===== src/rtl/au_pkg.sv =====
// rtl/au_pkg.sv - shared opcode encoding and widths for the arith_unit lane
package au_pkg;

  localparam int XLEN    = 32;
  localparam int SHAMT_W = 5;

  typedef enum logic [4:0] {
    OP_ADD    = 5'd0,
    OP_SUB    = 5'd1,
    OP_SLL    = 5'd2,
    OP_SLT    = 5'd3,
    OP_SLTU   = 5'd4,
    OP_XOR    = 5'd5,
    OP_SRL    = 5'd6,
    OP_SRA    = 5'd7,
    OP_OR     = 5'd8,
    OP_AND    = 5'd9,
    OP_PASS2  = 5'd10,
    OP_MUL    = 5'd11,
    OP_MULH   = 5'd12,
    OP_MULHSU = 5'd13,
    OP_MULHU  = 5'd14,
    OP_EQ     = 5'd15,
    OP_NE     = 5'd16,
    OP_LT     = 5'd17,
    OP_GE     = 5'd18,
    OP_LTU    = 5'd19,
    OP_GEU    = 5'd20
  } au_op_e;

endpackage


===== src/rtl/au_mul.sv =====
// rtl/au_mul.sv - combinational 33x33 signed multiplier returning the 64-bit product
module au_mul
  import au_pkg::*;
(
  input  logic [XLEN-1:0]   a_i,
  input  logic [XLEN-1:0]   b_i,
  input  logic              a_signed_i,
  input  logic              b_signed_i,
  output logic [2*XLEN-1:0] prod_o
);

  logic signed [XLEN:0]     a_ext;
  logic signed [XLEN:0]     b_ext;
  logic signed [2*XLEN+1:0] prod_full;
  logic                     prod_unused;

  // One extra bit lets every signed/unsigned mix share a single signed multiplier.
  assign a_ext = {a_signed_i & a_i[XLEN-1], a_i};
  assign b_ext = {b_signed_i & b_i[XLEN-1], b_i};

  assign prod_full   = a_ext * b_ext;
  assign prod_o      = prod_full[2*XLEN-1:0];
  assign prod_unused = ^prod_full[2*XLEN+1:2*XLEN];

endmodule


===== src/rtl/arith_unit.sv =====
// rtl/arith_unit.sv - RV32IM integer ALU/compare/multiply lane with one-cycle registered result
module arith_unit
  import au_pkg::*;
(
  input  logic            clk,
  input  logic            rst_n,
  input  logic [XLEN-1:0] operand1,
  input  logic [XLEN-1:0] operand2,
  input  logic [4:0]      execute_type,
  output logic [XLEN-1:0] result
);

  logic [XLEN-1:0]    result_d;
  logic [XLEN-1:0]    result_q;
  logic [SHAMT_W-1:0] shamt;
  logic               eq;
  logic               lt_s;
  logic               lt_u;
  logic               mul_a_signed;
  logic               mul_b_signed;
  logic [2*XLEN-1:0]  product;

  assign shamt = operand2[SHAMT_W-1:0];
  assign eq    = (operand1 == operand2);
  assign lt_s  = ($signed(operand1) < $signed(operand2));
  assign lt_u  = (operand1 < operand2);

  // MUL takes the low half, which is the same for any signedness.
  assign mul_a_signed = (execute_type == OP_MULH) || (execute_type == OP_MULHSU);
  assign mul_b_signed = (execute_type == OP_MULH);

  au_mul u_mul (
    .a_i        (operand1),
    .b_i        (operand2),
    .a_signed_i (mul_a_signed),
    .b_signed_i (mul_b_signed),
    .prod_o     (product)
  );

  always_comb begin
    result_d = '0;
    case (execute_type)
      OP_ADD:    result_d = operand1 + operand2;
      OP_SUB:    result_d = operand1 - operand2;
      OP_SLL:    result_d = operand1 << shamt;
      OP_SLT:    result_d = {{(XLEN-1){1'b0}}, lt_s};
      OP_SLTU:   result_d = {{(XLEN-1){1'b0}}, lt_u};
      OP_XOR:    result_d = operand1 ^ operand2;
      OP_SRL:    result_d = operand1 >> shamt;
      OP_SRA:    result_d = $signed(operand1) >>> shamt;
      OP_OR:     result_d = operand1 | operand2;
      OP_AND:    result_d = operand1 & operand2;
      OP_PASS2:  result_d = operand2;
      OP_MUL:    result_d = product[XLEN-1:0];
      OP_MULH,
      OP_MULHSU,
      OP_MULHU:  result_d = product[2*XLEN-1:XLEN];
      OP_EQ:     result_d = {{(XLEN-1){1'b0}}, eq};
      OP_NE:     result_d = {{(XLEN-1){1'b0}}, ~eq};
      OP_LT:     result_d = {{(XLEN-1){1'b0}}, lt_s};
      OP_GE:     result_d = {{(XLEN-1){1'b0}}, ~lt_s};
      OP_LTU:    result_d = {{(XLEN-1){1'b0}}, lt_u};
      OP_GEU:    result_d = {{(XLEN-1){1'b0}}, ~lt_u};
      default:   result_d = '0;
    endcase
  end

  always_ff @(posedge clk or negedge rst_n) begin
    if (!rst_n) result_q <= '0;
    else        result_q <= result_d;
  end

  assign result = result_q;

endmodule


===== config.mk =====
export PLATFORM = sky130hd
export DESIGN_NAME = arith_unit
export DESIGN_NICKNAME = d
export VERILOG_FILES = /design/src/rtl/au_pkg.sv /design/src/rtl/au_mul.sv /design/src/rtl/arith_unit.sv
export SDC_FILE = /design/constraint.sdc
export NUM_CORES = 2
export LEC_CHECK = 0
export CAP_MARGIN = 5
export CORE_MARGIN = 3
export CORE_UTILIZATION = 40
export CTS_CLUSTER_SIZE = 28
export DETAILED_ROUTE_END_ITERATION = 6
export SLEW_MARGIN = 20
export SYNTH_ARGS = -nofsm -noshare
export SYNTH_HDL_FRONTEND = slang
export SYNTH_SLANG_ARGS = --single-unit

===== constraint.sdc =====
create_clock -name clk -period 0.8 [get_ports clk]
set_input_delay 0.24 -clock clk [delete_from_list [all_inputs] [get_ports clk]]
set_output_delay 0.24 -clock clk [all_outputs]
set_load 0.01 [all_outputs]

== Word level (Yosys, flattened, before mapping) ==
Index checks and enable logic that the tools add are counted.
Operators by class
  bitwise operators: 8
  eq/ne operators: 21
  shifts and indexed selects: 3
  order comparisons: 2
  reductions and logical operators: 5
  multiplexer cells: 1
  add/sub/neg operators: 2
  multipliers: 1
Operators with widths (count)
  32-bit one-hot mux with 17 select lines: 1
  32-bit < comparator: 2
  33-bit by 33-bit multiplier with 64-bit output: 1
  5-bit by 4-bit == test with 1-bit output (second input constant): 8
  32-bit adder: 1
  32-bit bitwise AND: 1
  32-bit == test: 1
  32-bit bitwise OR: 1
  32-bit by 5-bit left shift with 32-bit output: 1
  32-bit by 5-bit >> shifter with 32-bit output: 1
  32-bit by 5-bit >>> shifter with 32-bit output: 1
  32-bit subtractor: 1
  32-bit XOR: 1
  5-bit == test (second input constant): 5
  5-bit by 3-bit == test with 1-bit output (second input constant): 4
  5-bit by 2-bit == test with 1-bit output (second input constant): 2
  5-bit by 1-bit == test with 1-bit output (second input constant): 1
  5-bit logical NOT: 1
  2-bit OR reduction: 2
  1-bit inverter: 3
  3-bit OR reduction: 1
  1-bit bitwise AND: 2
  1-bit logical OR: 1
Storage, ports and cells
  register bits: 32

== Longest topological paths before layout ==
  depth after elaboration: 5
  depth in mapped cells: 34
  gate-level depth less buffers: 30

== Modules after synthesis ==
Synthesis repeated with hierarchy kept, for this count alone.
Unflattened totals
  cell total of the unflattened synthesis: 5525
  area, all modules: 47919.7 um^2
Modules (own cells, without submodules)
  au_mul: cells each 4100, area each 37493.5 um^2, instances 1
  arith_unit: cells each 1425, area each 10426.2 um^2, instances 1

== Worst setup path before layout ==
OpenSTA, ideal clock, no wires.
  kind: input to register
  start: in operand2[3]
  end: reg result_q[31], in the netlist result[31]
  arrival time: 8672 ps
  stages on the path: 31
  buffers on the path: 6
  library setup time: 124 ps
  slack: -7996 ps
  cells stage by stage: clkbuf_1 clkbuf_1 clkbuf_1 clkbuf_1 buf_1 nand2_1 fa_1 fa_1 inv_1 fa_1 inv_1 fa_1 inv_1 fa_1 fa_1 inv_1 fa_1 fa_1 inv_1 ha_1 clkbuf_1 a21o_1 a21oi_1 nor2b_1 o31ai_1 a21oi_1 or2_2 o21ai_0 a221oi_1 o21ai_1 a211o_1
On the way
  longest elaborated chain between the ends: 2
  elaborated cells between the ends (all ways): 7
  those cells by class: add/sub: 2; mul: 1; shift: 3; mux: 1
RTL lines
  start, declared: RTL line arith_unit.sv:8  | input logic [XLEN-1:0] operand2,
  33-bit by 33-bit multiplier with 64-bit output (tied with other cells): RTL line au_mul.sv:21  | assign prod_full = a_ext * b_ext;
  32-bit one-hot mux with 17 select lines (*): RTL line arith_unit.sv:42  | case (execute_type)
  net result_d[31]: RTL line arith_unit.sv:13  | logic [XLEN-1:0] result_d;
  end signal, assigned: RTL line arith_unit.sv:70  | else result_q <= result_d;
  end, declared: RTL line arith_unit.sv:14  | logic [XLEN-1:0] result_q;
Mark *: on every way through the listed nets, which the timed path passes. The rest lies on a longest branch.

== Worst setup path after layout ==
  start: in execute_type[4]
  end: reg result_q[27], in the netlist result[27]
On the way
  longest elaborated chain between the ends: 5
  elaborated cells between the ends (all ways): 29
  those cells by class: mul: 1; eq/ne: 20; mux: 1; bitwise: 2; reduce/logical: 5
RTL lines
  start, declared: RTL line arith_unit.sv:9  | input logic [4:0] execute_type,
  5-bit by 4-bit == test with 1-bit output, on equally long branches: RTL line arith_unit.sv:29, arith_unit.sv:30, arith_unit.sv:42
  1-bit logical OR: RTL line arith_unit.sv:29  | assign mul_a_signed = (execute_type == OP_MULH) || (execute_type == OP_MULHSU);
  1-bit bitwise AND: RTL line au_mul.sv:18  | assign a_ext = {a_signed_i & a_i[XLEN-1], a_i};
  33-bit by 33-bit multiplier with 64-bit output: RTL line au_mul.sv:21
  32-bit one-hot mux with 17 select lines (*): RTL line arith_unit.sv:42
  net result_d[27]: RTL line arith_unit.sv:13
Marks and branches as above.

==> flow_summary.toml <==
[status]
status = "finished with violations"
violations = "DRC, setup timing"

[synthesis]
yosys_warnings = 0
syn_nets = 7208
synth.area.top_cells = "fa_1 (48%), inv_1 (10%), ha_1 (8.1%), nand2_1 (7.0%), nor2_1 (4.1%)"
ys.flop_type = "dfrtp_1"
async_reset_ff_share_pct = 100
netlist.top_cell.by_area = "fa_1"
synth.ff_latch_count = 32
synth-edff-count = 0
synth.distinct_cells = 94
seq_area_frac_synth_pct = 1.69
syn_inst = 5701
netlist.area_leader.share_pct = 47.5
synth_area_mm2 = 0.0475
avgSynthCellArea_um2 = 8.33

[timing]
setup_viol = 64
rsz0062_at_grt = "true"
fin_crit_ns = 7.70
setup_ws_ns = -6.90
hold_viol_final = 0
fin_crit_sh_pct = 962
max_freq_mhz = 130
drv_slew = 0
tightest_slew_ns = 0.812
hold_ws_ns = 0.302
relSlewSlack_pct = 45.4

[critical_path]
start_kind = "input pin"
slowest_delay_ns = 0.61
crit_required_ns = 0.97
crit_type = "input pin to flip-flop"
critPathSlowestCell = "fa_2"
crit_top_cell = "fa_1"
worstPathMaxFanout = 7
endpoint_kind = "flip-flop"
worst_ep_arrival_time_ns = 7.86

[clocking]
cts_buffers = 5
clock_sinks = 32
cts_root_buf = "clkbuf_16"
cts_tree = "done"
clk_pin_slew_ns = 0.08
htree_levels = 2
holdBufCountCts = 0
cts_buffer_depth = 2

[finish]
largest_reg_flops = 32
drive_gt1_share_pct = 27.1
post-route-util_pct = 53.6
final_cell_mix = "inv_1 (1211), fa_1 (1078), buf_4 (1075), nand2_1 (859), nor2_1 (499)"
fin_nets = 8243
multi_input_area_mm2 = 0.0425
area_delta_synth_final_pct = 32.0
final_common_cell = "inv_1"
n_fill_cell = 10937
register_area_um2 = 811

[grt]
antenna_found_initial = 11
grt_overflow = 0
grt_max_degree = 88
track_usage_pct = 35.4
grt_pass1_vias = 47753
grt_first_pass_wirelength_um = 317000

[worst_hold_path]
hold_class = "input pin to asynchronous set/reset pin"

[die]
die_y_um = 351
pin_count = 103
dieWidth_um = 351
core-area_mm2 = 0.117
rows = 125
initial_core_util_pct = 40.6
die-area_mm2 = 0.123

[placement]
io_buffers = 102
globalplace.congestion = 1.04
hpwl_um = 184000

[routing]
drt-initial-drc-count = 4187
first_pass_iters = 7
vias = 45634
postRouteAntennaNets = 0
wirelength_um = 217000
vias_per_cell = 5.52
post_drt_wl_per_cell_um = 26.2
drcViolationCount = 4

[job]
cap_violations = 0
==> cell families (layout without fill, tap and decap cells) <==
group | after synthesis | in the layout | synth area share (%)
flops | 32 | 32 | 1.69
other cells | 0 | 6 | 0
compound gates | 741 | 741 | 10.3
buf+inv | 1648 | 2683 | 13.1
simple gates | 1652 | 1652 | 14.2
mux | 113 | 113 | 3.50
xor+xnor | 79 | 79 | 1.46
fa+ha+maj | 1436 | 1436 | 55.6
==> final timing paths <==
| path | startpoint | to | slack (ns) | depth (start not counted) |
|---|---|---|---|---|
| min in group clk | execute_type[4] | result[0] | 0.56 | 5 |
| worst min-delay path | rst_n | result[8] | 0.30 | 2 |
| max in group asynchronous | rst_n | result[11] | 0.21 | 2 |
| worst max-delay path | execute_type[4] | result[27] | -6.90 | 32 |
==> routing by layer <==
metal,vias up,routed length (µm),global-route usage (%)
li1,19475,-,-
met5,-,16,0
met2,2229,97100,55.9
met1,23360,85100,46.3
met4,2,16500,20.7
met3,568,18000,5.26
==> stage by stage <==
step | setup TNS [ns] | cells | instance area [µm²] | setup slack, ns
after global routing | -228.03 | 8264 | 62700 | -7.14
after floorplan | -208.72 | 5701 | 48200 | -6.96
final | -222.33 | 8266 | 62700 | -6.90
after detailed placement | -251.27 | 8174 | 59300 | -7.83
after global placement | -250.05 | 8174 | 59300 | -7.70
after CTS | -220.34 | 8229 | 61300 | -6.90
==> synth_stat cells, types with 6 or more instances <==
master and number:
a22oi_1 14, xor2_1 25, clkbuf_1 250, o21ai_0 126
a31oi_1 23, buf_2 15, a211oi_1 23, a211o_1 14
inv_1 1274, o22ai_1 26, or3_1 12, nor3b_1 6
o21a_1 13, nor4_1 13, xnor2_1 54, buf_1 73
a2111oi_0 8, clkinv_1 21, fa_1 1127, dfrtp_1 32
ha_1 309, inv_2 9, a21o_1 49, a221o_1 15
mux2i_1 56, a221oi_1 34, nand2_1 890, nor2_1 525
nor3_1 39, o221ai_1 20, nand2b_1 23, mux2_2 13
nand4_1 19, and2_1 20, mux4_2 41, o21bai_1 21
o211ai_1 38, and3_1 17, nand3_1 43, o21ai_1 17
o2111ai_1 10, a21oi_1 210, nor2b_1 17, o31ai_1 15
==> critical path, delay by kind of cell <==
kind	cells	cell delay [ns]
adders and majority gates	9	4.50
buffers and inverters	11	1.06
AOI/OAI and AO/OA	6	1.02
and+or+nand+nor	5	0.85
muxes	1	0.19
==> cell type report <==
type	instances	area share (%)
inverters	1304	7.98
repair buffers	1370	19.7
clock inverters	1	0.00798
well taps	1524	3.04
diodes	6	0.0239
clock buffers	6	0.206
repair inverters	2	0.0219
multi-input cells	4021	67.7
flip-flops and latches	32	1.29
==> timing repair <==
| item | in CTS | in global routing |
|---|---|---|
| hold endpoints to repair | 0 | 0 |
| pin swaps | 194 | 203 |
| resized for setup | 524 | 295 |
| cloned | 9 | 4 |
| endpoints found under the setup margin | 64 | 64 |
| setup buffers | 45 | 36 |
Power is not shown: default switching activity piles up to over one toggle a cycle in this logic, so the estimate is an artifact.
